File: config.mk
export PLATFORM = sky130hd
export DESIGN_NAME = wb_write_arbiter
export DESIGN_NICKNAME = d
export VERILOG_FILES = /design/src/rtl/wb_pkg.sv /design/src/rtl/wb_slot.sv /design/src/rtl/wb_write_arbiter.sv
export SDC_FILE = /design/constraint.sdc
export NUM_CORES = 1
export LEC_CHECK = 0
export ABC_AREA = 1
export CAP_MARGIN = 20
export CORE_UTILIZATION = 35
export CTS_BUF_LIST = sky130_fd_sc_hd__clkbuf_4 sky130_fd_sc_hd__clkbuf_8 sky130_fd_sc_hd__clkbuf_16
export DETAILED_ROUTE_END_ITERATION = 7
export PLACE_DENSITY_LB_ADDON = 0.2
export SYNTH_ARGS = -nofsm -noshare
export SYNTH_HDL_FRONTEND = slang
export SYNTH_SLANG_ARGS = --single-unit
File: constraint.sdc
create_clock -name clk -period 4.5 [get_ports clk]
set_clock_uncertainty 0.15 [all_clocks]
set_input_delay 1.125 -clock clk [delete_from_list [all_inputs] [get_ports clk]]
set_output_delay 1.125 -clock clk [all_outputs]
set_load 0.05 [all_outputs]
File: src/rtl/wb_pkg.sv
// Shared writeback-arbiter definitions: mux select codes, source indices and helpers.
// Build option: define WB_ARB_RR_EN for round-robin grant instead of fixed priority.
package wb_pkg;

  localparam logic [1:0] WB_SEL_ALU  = 2'b00;
  localparam logic [1:0] WB_SEL_LOAD = 2'b01;
  localparam logic [1:0] WB_SEL_LINK = 2'b10;

  typedef enum logic [1:0] {
    SRC_ALU  = 2'd0,
    SRC_LOAD = 2'd1,
    SRC_LINK = 2'd2
  } wb_src_e;

  function automatic logic [1:0] src_to_sel(input wb_src_e src);
    case (src)
      SRC_LOAD: return WB_SEL_LOAD;
      SRC_LINK: return WB_SEL_LINK;
      default:  return WB_SEL_ALU;
    endcase
  endfunction

  // Cyclic order ALU -> LOAD -> LINK -> ALU used by the round-robin search.
  function automatic wb_src_e next_src(input wb_src_e src);
    case (src)
      SRC_ALU:  return SRC_LOAD;
      SRC_LOAD: return SRC_LINK;
      default:  return SRC_ALU;
    endcase
  endfunction

endpackage

File: src/rtl/wb_slot.sv
// One-entry holding buffer for a writeback producer; writes to r0 are accepted and dropped.
module wb_slot #(
  parameter int DATA_W = 32,
  parameter int REG_W  = 5
) (
  input  logic              clk,
  input  logic              reset_n,
  input  logic              in_valid,
  input  logic [DATA_W-1:0] in_data,
  input  logic [REG_W-1:0]  in_rd,
  input  logic              grant,
  output logic              in_ready,
  output logic              slot_valid,
  output logic [DATA_W-1:0] slot_data,
  output logic [REG_W-1:0]  slot_rd
);

  logic              valid_q, valid_d;
  logic [DATA_W-1:0] data_q, data_d;
  logic [REG_W-1:0]  rd_q, rd_d;
  logic              accept;

  // A granted entry leaves on this edge, so it can be refilled in the same cycle.
  assign in_ready = !valid_q || grant;
  assign accept   = in_valid && in_ready;

  always_comb begin
    valid_d = valid_q;
    data_d  = data_q;
    rd_d    = rd_q;
    if (accept && (in_rd != '0)) begin
      valid_d = 1'b1;
      data_d  = in_data;
      rd_d    = in_rd;
    end else if (grant) begin
      valid_d = 1'b0;
    end
  end

  always_ff @(posedge clk or negedge reset_n) begin
    if (!reset_n) begin
      valid_q <= 1'b0;
      data_q  <= '0;
      rd_q    <= '0;
    end else begin
      valid_q <= valid_d;
      data_q  <= data_d;
      rd_q    <= rd_d;
    end
  end

  assign slot_valid = valid_q;
  assign slot_data  = data_q;
  assign slot_rd    = rd_q;

endmodule

File: src/rtl/wb_write_arbiter.sv
// Arbitrates ALU, load and link writebacks onto the single register-file write port.
// Build option: WB_ARB_RR_EN selects round-robin grant; default is fixed load > link > ALU.
module wb_write_arbiter
  import wb_pkg::*;
#(
  parameter int DATA_W = 32,
  parameter int REG_W  = 5
) (
  input  logic              clk,
  input  logic              reset_n,
  input  logic              alu_valid,
  output logic              alu_ready,
  input  logic [DATA_W-1:0] alu_data,
  input  logic [REG_W-1:0]  alu_rd,
  input  logic              load_valid,
  output logic              load_ready,
  input  logic [DATA_W-1:0] load_data,
  input  logic [REG_W-1:0]  load_rd,
  input  logic              link_valid,
  output logic              link_ready,
  input  logic [DATA_W-1:0] link_data,
  input  logic [REG_W-1:0]  link_rd,
  output logic [1:0]        wb_sel,
  output logic [DATA_W-1:0] wb_alu_data,
  output logic [DATA_W-1:0] wb_load_data,
  output logic [DATA_W-1:0] wb_link_data,
  output logic              rf_we,
  output logic [REG_W-1:0]  rf_waddr,
  output logic              wb_busy
);

  logic [2:0]        slot_v;
  logic [2:0]        grant_vec;
  logic [DATA_W-1:0] alu_sd, load_sd, link_sd;
  logic [REG_W-1:0]  alu_srd, load_srd, link_srd;
  wb_src_e           win_src;
  logic              win_any;

  wb_slot #(.DATA_W(DATA_W), .REG_W(REG_W)) u_alu_slot (
    .clk(clk), .reset_n(reset_n), .in_valid(alu_valid), .in_data(alu_data), .in_rd(alu_rd),
    .grant(grant_vec[SRC_ALU]), .in_ready(alu_ready), .slot_valid(slot_v[SRC_ALU]),
    .slot_data(alu_sd), .slot_rd(alu_srd)
  );

  wb_slot #(.DATA_W(DATA_W), .REG_W(REG_W)) u_load_slot (
    .clk(clk), .reset_n(reset_n), .in_valid(load_valid), .in_data(load_data), .in_rd(load_rd),
    .grant(grant_vec[SRC_LOAD]), .in_ready(load_ready), .slot_valid(slot_v[SRC_LOAD]),
    .slot_data(load_sd), .slot_rd(load_srd)
  );

  wb_slot #(.DATA_W(DATA_W), .REG_W(REG_W)) u_link_slot (
    .clk(clk), .reset_n(reset_n), .in_valid(link_valid), .in_data(link_data), .in_rd(link_rd),
    .grant(grant_vec[SRC_LINK]), .in_ready(link_ready), .slot_valid(slot_v[SRC_LINK]),
    .slot_data(link_sd), .slot_rd(link_srd)
  );

`ifdef WB_ARB_RR_EN
  wb_src_e ptr_q, ptr_d;
  wb_src_e cand0, cand1, cand2;

  // Search starts just after the last winner, so every source waits at most two writes.
  always_comb begin
    cand0   = next_src(ptr_q);
    cand1   = next_src(cand0);
    cand2   = next_src(cand1);
    win_any = |slot_v;
    win_src = cand2;
    if (slot_v[cand0])      win_src = cand0;
    else if (slot_v[cand1]) win_src = cand1;
    ptr_d = win_any ? win_src : ptr_q;
  end

  always_ff @(posedge clk or negedge reset_n) begin
    if (!reset_n) ptr_q <= SRC_ALU;
    else          ptr_q <= ptr_d;
  end
`else
  always_comb begin
    win_any = |slot_v;
    win_src = SRC_ALU;
    if (slot_v[SRC_LOAD])      win_src = SRC_LOAD;
    else if (slot_v[SRC_LINK]) win_src = SRC_LINK;
  end
`endif

  always_comb begin
    grant_vec          = '0;
    grant_vec[win_src] = win_any;
  end

  logic              rf_we_q, rf_we_d;
  logic [REG_W-1:0]  waddr_q, waddr_d;
  logic [1:0]        sel_q, sel_d;
  logic [DATA_W-1:0] alu_q, alu_d, load_q, load_d, link_q, link_d;

  // Only the winner's mux input is reloaded; idle cycles hold select and address.
  always_comb begin
    rf_we_d = win_any;
    waddr_d = waddr_q;
    sel_d   = sel_q;
    alu_d   = alu_q;
    load_d  = load_q;
    link_d  = link_q;
    if (win_any) begin
      sel_d = src_to_sel(win_src);
      case (win_src)
        SRC_LOAD: begin waddr_d = load_srd; load_d = load_sd; end
        SRC_LINK: begin waddr_d = link_srd; link_d = link_sd; end
        default:  begin waddr_d = alu_srd;  alu_d  = alu_sd;  end
      endcase
    end
  end

  always_ff @(posedge clk or negedge reset_n) begin
    if (!reset_n) begin
      rf_we_q <= 1'b0;
      waddr_q <= '0;
      sel_q   <= WB_SEL_ALU;
      alu_q   <= '0;
      load_q  <= '0;
      link_q  <= '0;
    end else begin
      rf_we_q <= rf_we_d;
      waddr_q <= waddr_d;
      sel_q   <= sel_d;
      alu_q   <= alu_d;
      load_q  <= load_d;
      link_q  <= link_d;
    end
  end

  assign rf_we        = rf_we_q;
  assign rf_waddr     = waddr_q;
  assign wb_sel       = sel_q;
  assign wb_alu_data  = alu_q;
  assign wb_load_data = load_q;
  assign wb_link_data = link_q;
  assign wb_busy      = |slot_v;

endmodule

==> impl_results.md <==
- Initial detailed-routing violation count: 390
- Logic pwr share: 32.6%
- EDFF count, synth: 0
- CTS H-Tree Depth: 1
- Worst-margin pin slew: 0.828 ns
- Top-area cell type share of the netlist area: 64.4%
- Tcrit/Tclk final: between 80% and 90%
- Worst slew margin: 44.8%
- Most frequent cell after synthesis: nand2_1
- Clk pin slew, worst setup/hold paths: 0.06 ns
- Top-level port count: 224
- Total wire length: 22000 um
- Clock Path Buffers: 3
- Total negative slack: 0 ns
- Fraction of layout cells with a size suffix above 1: 5.32%
- Worst path bufs/invs: 3
- Vias: 6845
- Die area: 24800 sq um
- Worst EP arrival: 2.44 ns
- Row Count: 56
- Finished Core Util: roughly half
- Worst Path Required: 3.22 ns
- Area of the multi-input gates: between 2000 and 3000 sq um
- RSZ-0062 raised after global routing: false
- Max Cap Viol: 0
- Final setup viols: 0
- Top delay family on crit path: buffers and inverters
- DR vias/cell: between 4 and 5
- LEAKAGE: slightly below 6 nW
- F_max: between 0.2 and 0.3 GHz
- PostCTS Resize Cnt: 0
- Clock power share: ~28%
- Crit-path max cell delay: 0.76 ns
- Layout Area Growth over Synthesis: 38.3%
- Avg Inst Size Synth: slightly below 9 sq um
- CP Launch Type: flip-flop
- Pwr Density: 578 nW/um^2
- Final min period: roughly 3.7 ns
- Synth Cell Area: 8480 sq um
- Net Switching: 0.00250 W
- CTS tree: done
- Met2 Resource Use GR: around 29%
- Syn Nets: 1079
- Clk sink count: 218
- Routability cong.: about 0.76
- Flops & latches, synth: 218
- Setup CP Type: reg2out
- Slowest stage cell, crit path: clkdlybuf4s50_1
- Critical Path End Type: output pin
- Die X: 158 um
- GR Overflow Total: 0
- Nets: 1288
- Root buf cell: clkbuf_16
- FF-to-FF setup slack: 1.76 ns
- Initial DRT Pass Iterations: 4
- Ys Warns: 0
- P_int: 0.00428 W
- Synth area leaders: dfrtp_1 64%, nand2_1 25%, nand3_1 6.5%
- Port bufs: between 200 and 250
- GRT Total Usage: 18.1%
- Filler Cells Inserted: about 2300
- Endpoints failing hold: 0
- Register area: between 5000 and 6000 sq um
- Min-Delay Endpoint: wb_link_data[3]
- Hold Crit Class: reg2reg
- Setup slack after layout: ~0.78 ns
- Initial core utilization: 35.9%
- Dpl hpwl: 14000 um
- Ys flop type: dfrtp_1
- Cell taking the most area after synthesis: dfrtp_1
- R2R Path Start: u_load_slot.slot_valid
- DRC errors left: 0
- Crit-path cells: nor2_2, inv_2, nor2_2, inv_2, clkdlybuf4s50_1
- Die height: 158 um
- Num CTS Buffers: 25
- Placed cell count: 1464
- Post-route ant nets: 0
- Clock Latency Late Sink: ~0.5 ns
- Ant diodes: 0
- Post-Layout Cell Count: 1503
- R2R depth: 9
- Register share of total power: 39.3%
- Top cells by count, synth: 555 x nand2_1, 218 x dfrtp_1, 110 x nand3_1
- Hold_buf cts: 0
- First-pass GRT wire length: about 36000 um
- GR peak layer: met2
- Number of global-route vias before repair: 6644
- Core area: 23600 sq um
- Ys async rst share: 100%
- Maximum number of pins on one net before global-route repair: 109
- Max-slew violations: 0
- Pre-CTS setup slack: 1.31 ns
- VDD IR-drop max: 289 uV
- Sequential fraction of the synthesis area: between 60% and 70%
- Met3 Track Usage GR: 3.61%
- Per-cell routed wire length: 14.7 um
- Syn Inst Count: 963
- Hold path cells: 2
- Synth unique cells: 17
- R2r endpoint: rf_waddr[0]
- Met1 Usage GRT: 25.1%
- Min-delay src: u_link_slot.slot_data[3]
- Initial antenna violation count: 0
- Post-CTS Setup Bufs: 0
- Status: finished, final reports clean
- Critical-path maximum fanout: 8
- Sw frac: 36.9%
==> per-layer routing <==
metal	vias up	routed length, um
li1	3403	-
met1	3219	10000
met2	191	10200
met3	32	1390
met4	0	376
met5	-	0
==> through the flow <==
step | hold slack [ns] | power (W) | instance area [sq um]
after floorplan | 0.292 | 0.00406 | 8480
after global placement | 0.298 | 0.00490 | 11000
after detailed placement | 0.301 | 0.00492 | 11000
after CTS | 0.317 | 0.00687 | 11700
after global routing | 0.331 | 0.00713 | 11700
final | 0.316 | 0.00677 | 11700
==> power groups by stage <==
stage          Sequential (W)  Clock, W  Combinational (W)
2_1_floorplan         0.00356         0           0.000506
3_3_place_gp          0.00269         0            0.00221
3_5_place_dp          0.00269         0            0.00223
4_1_cts               0.00266   0.00197            0.00224
5_1_grt               0.00272   0.00204            0.00236
6_report              0.00266   0.00190            0.00221
==> cells in the final DEF (no fill, tap or decap) <==
master,instances
inv_2,5
buf_12,2
nand3b_1,2
clkbuf_8,6
dfrtp_1,218
clkdlybuf4s50_1,221
nor2_1,7
and2_1,1
clkbuf_16,25
inv_1,5
conb_1,1
nand2_2,1
clkinv_2,2
nor2_2,4
o21ai_0,1
nand2_1,555
clkbuf_4,6
buf_4,11
buf_8,1
nand3_1,110
==> tightest hold or removal path, stage by stage (launching register included) <==
cell and delay (ns):
dfrtp_1 0.34, nand2_1 0.06, nand2_1 0.05
==> final cells by class <==
type | instances | share of cell area (%)
multi-input cells | 682 | 23.2
flip-flops and latches | 218 | 46.5
repair buffers | 235 | 20.0
clock inverters | 2 | 0.0854
well taps | 319 | 3.40
clock buffers | 37 | 6.42
inverters | 10 | 0.320
==> cell families (layout without fill, tap and decap cells) <==
| family | Yosys count | count (layout) | share of synthesized area (%) |
|---|---|---|---|
| AND/OR/NAND/NOR | 680 | 680 | 32.0 |
| flip-flops | 218 | 218 | 64.4 |
| buffers and inverters | 63 | 284 | 3.57 |
| other | 1 | 1 | 0.0442 |
| AO/OA/AOI/OAI | 1 | 1 | 0.0590 |
==> flip-flops by register name, indices dropped and copies added (netlist names) <==
signal,count
u_link_slot.slot_valid,1
u_alu_slot.slot_data,32
wb_alu_data,32
wb_sel,2
u_link_slot.slot_rd,5
u_alu_slot.slot_valid,1
rf_we,1
wb_link_data,32
u_alu_slot.slot_rd,5
u_load_slot.slot_data,32
wb_load_data,32
u_load_slot.slot_rd,5
u_load_slot.slot_valid,1
u_link_slot.slot_data,32
rf_waddr,5
==> worst max-delay path by stage <==
stage | slack, ns | to | cells past startpoint | start
CTS | 0.75 | wb_busy | 5 | u_link_slot.slot_valid
global placement | 1.38 | wb_busy | 5 | u_link_slot.slot_valid
global route | 0.63 | wb_busy | 5 | u_link_slot.slot_valid
floorplan | 2.15 | wb_busy | 4 | u_load_slot.slot_valid
detailed placement | 1.31 | wb_busy | 5 | u_link_slot.slot_valid
finish | 0.78 | wb_busy | 5 | u_link_slot.slot_valid
Note: power is estimated with default switching activity, not from simulation.
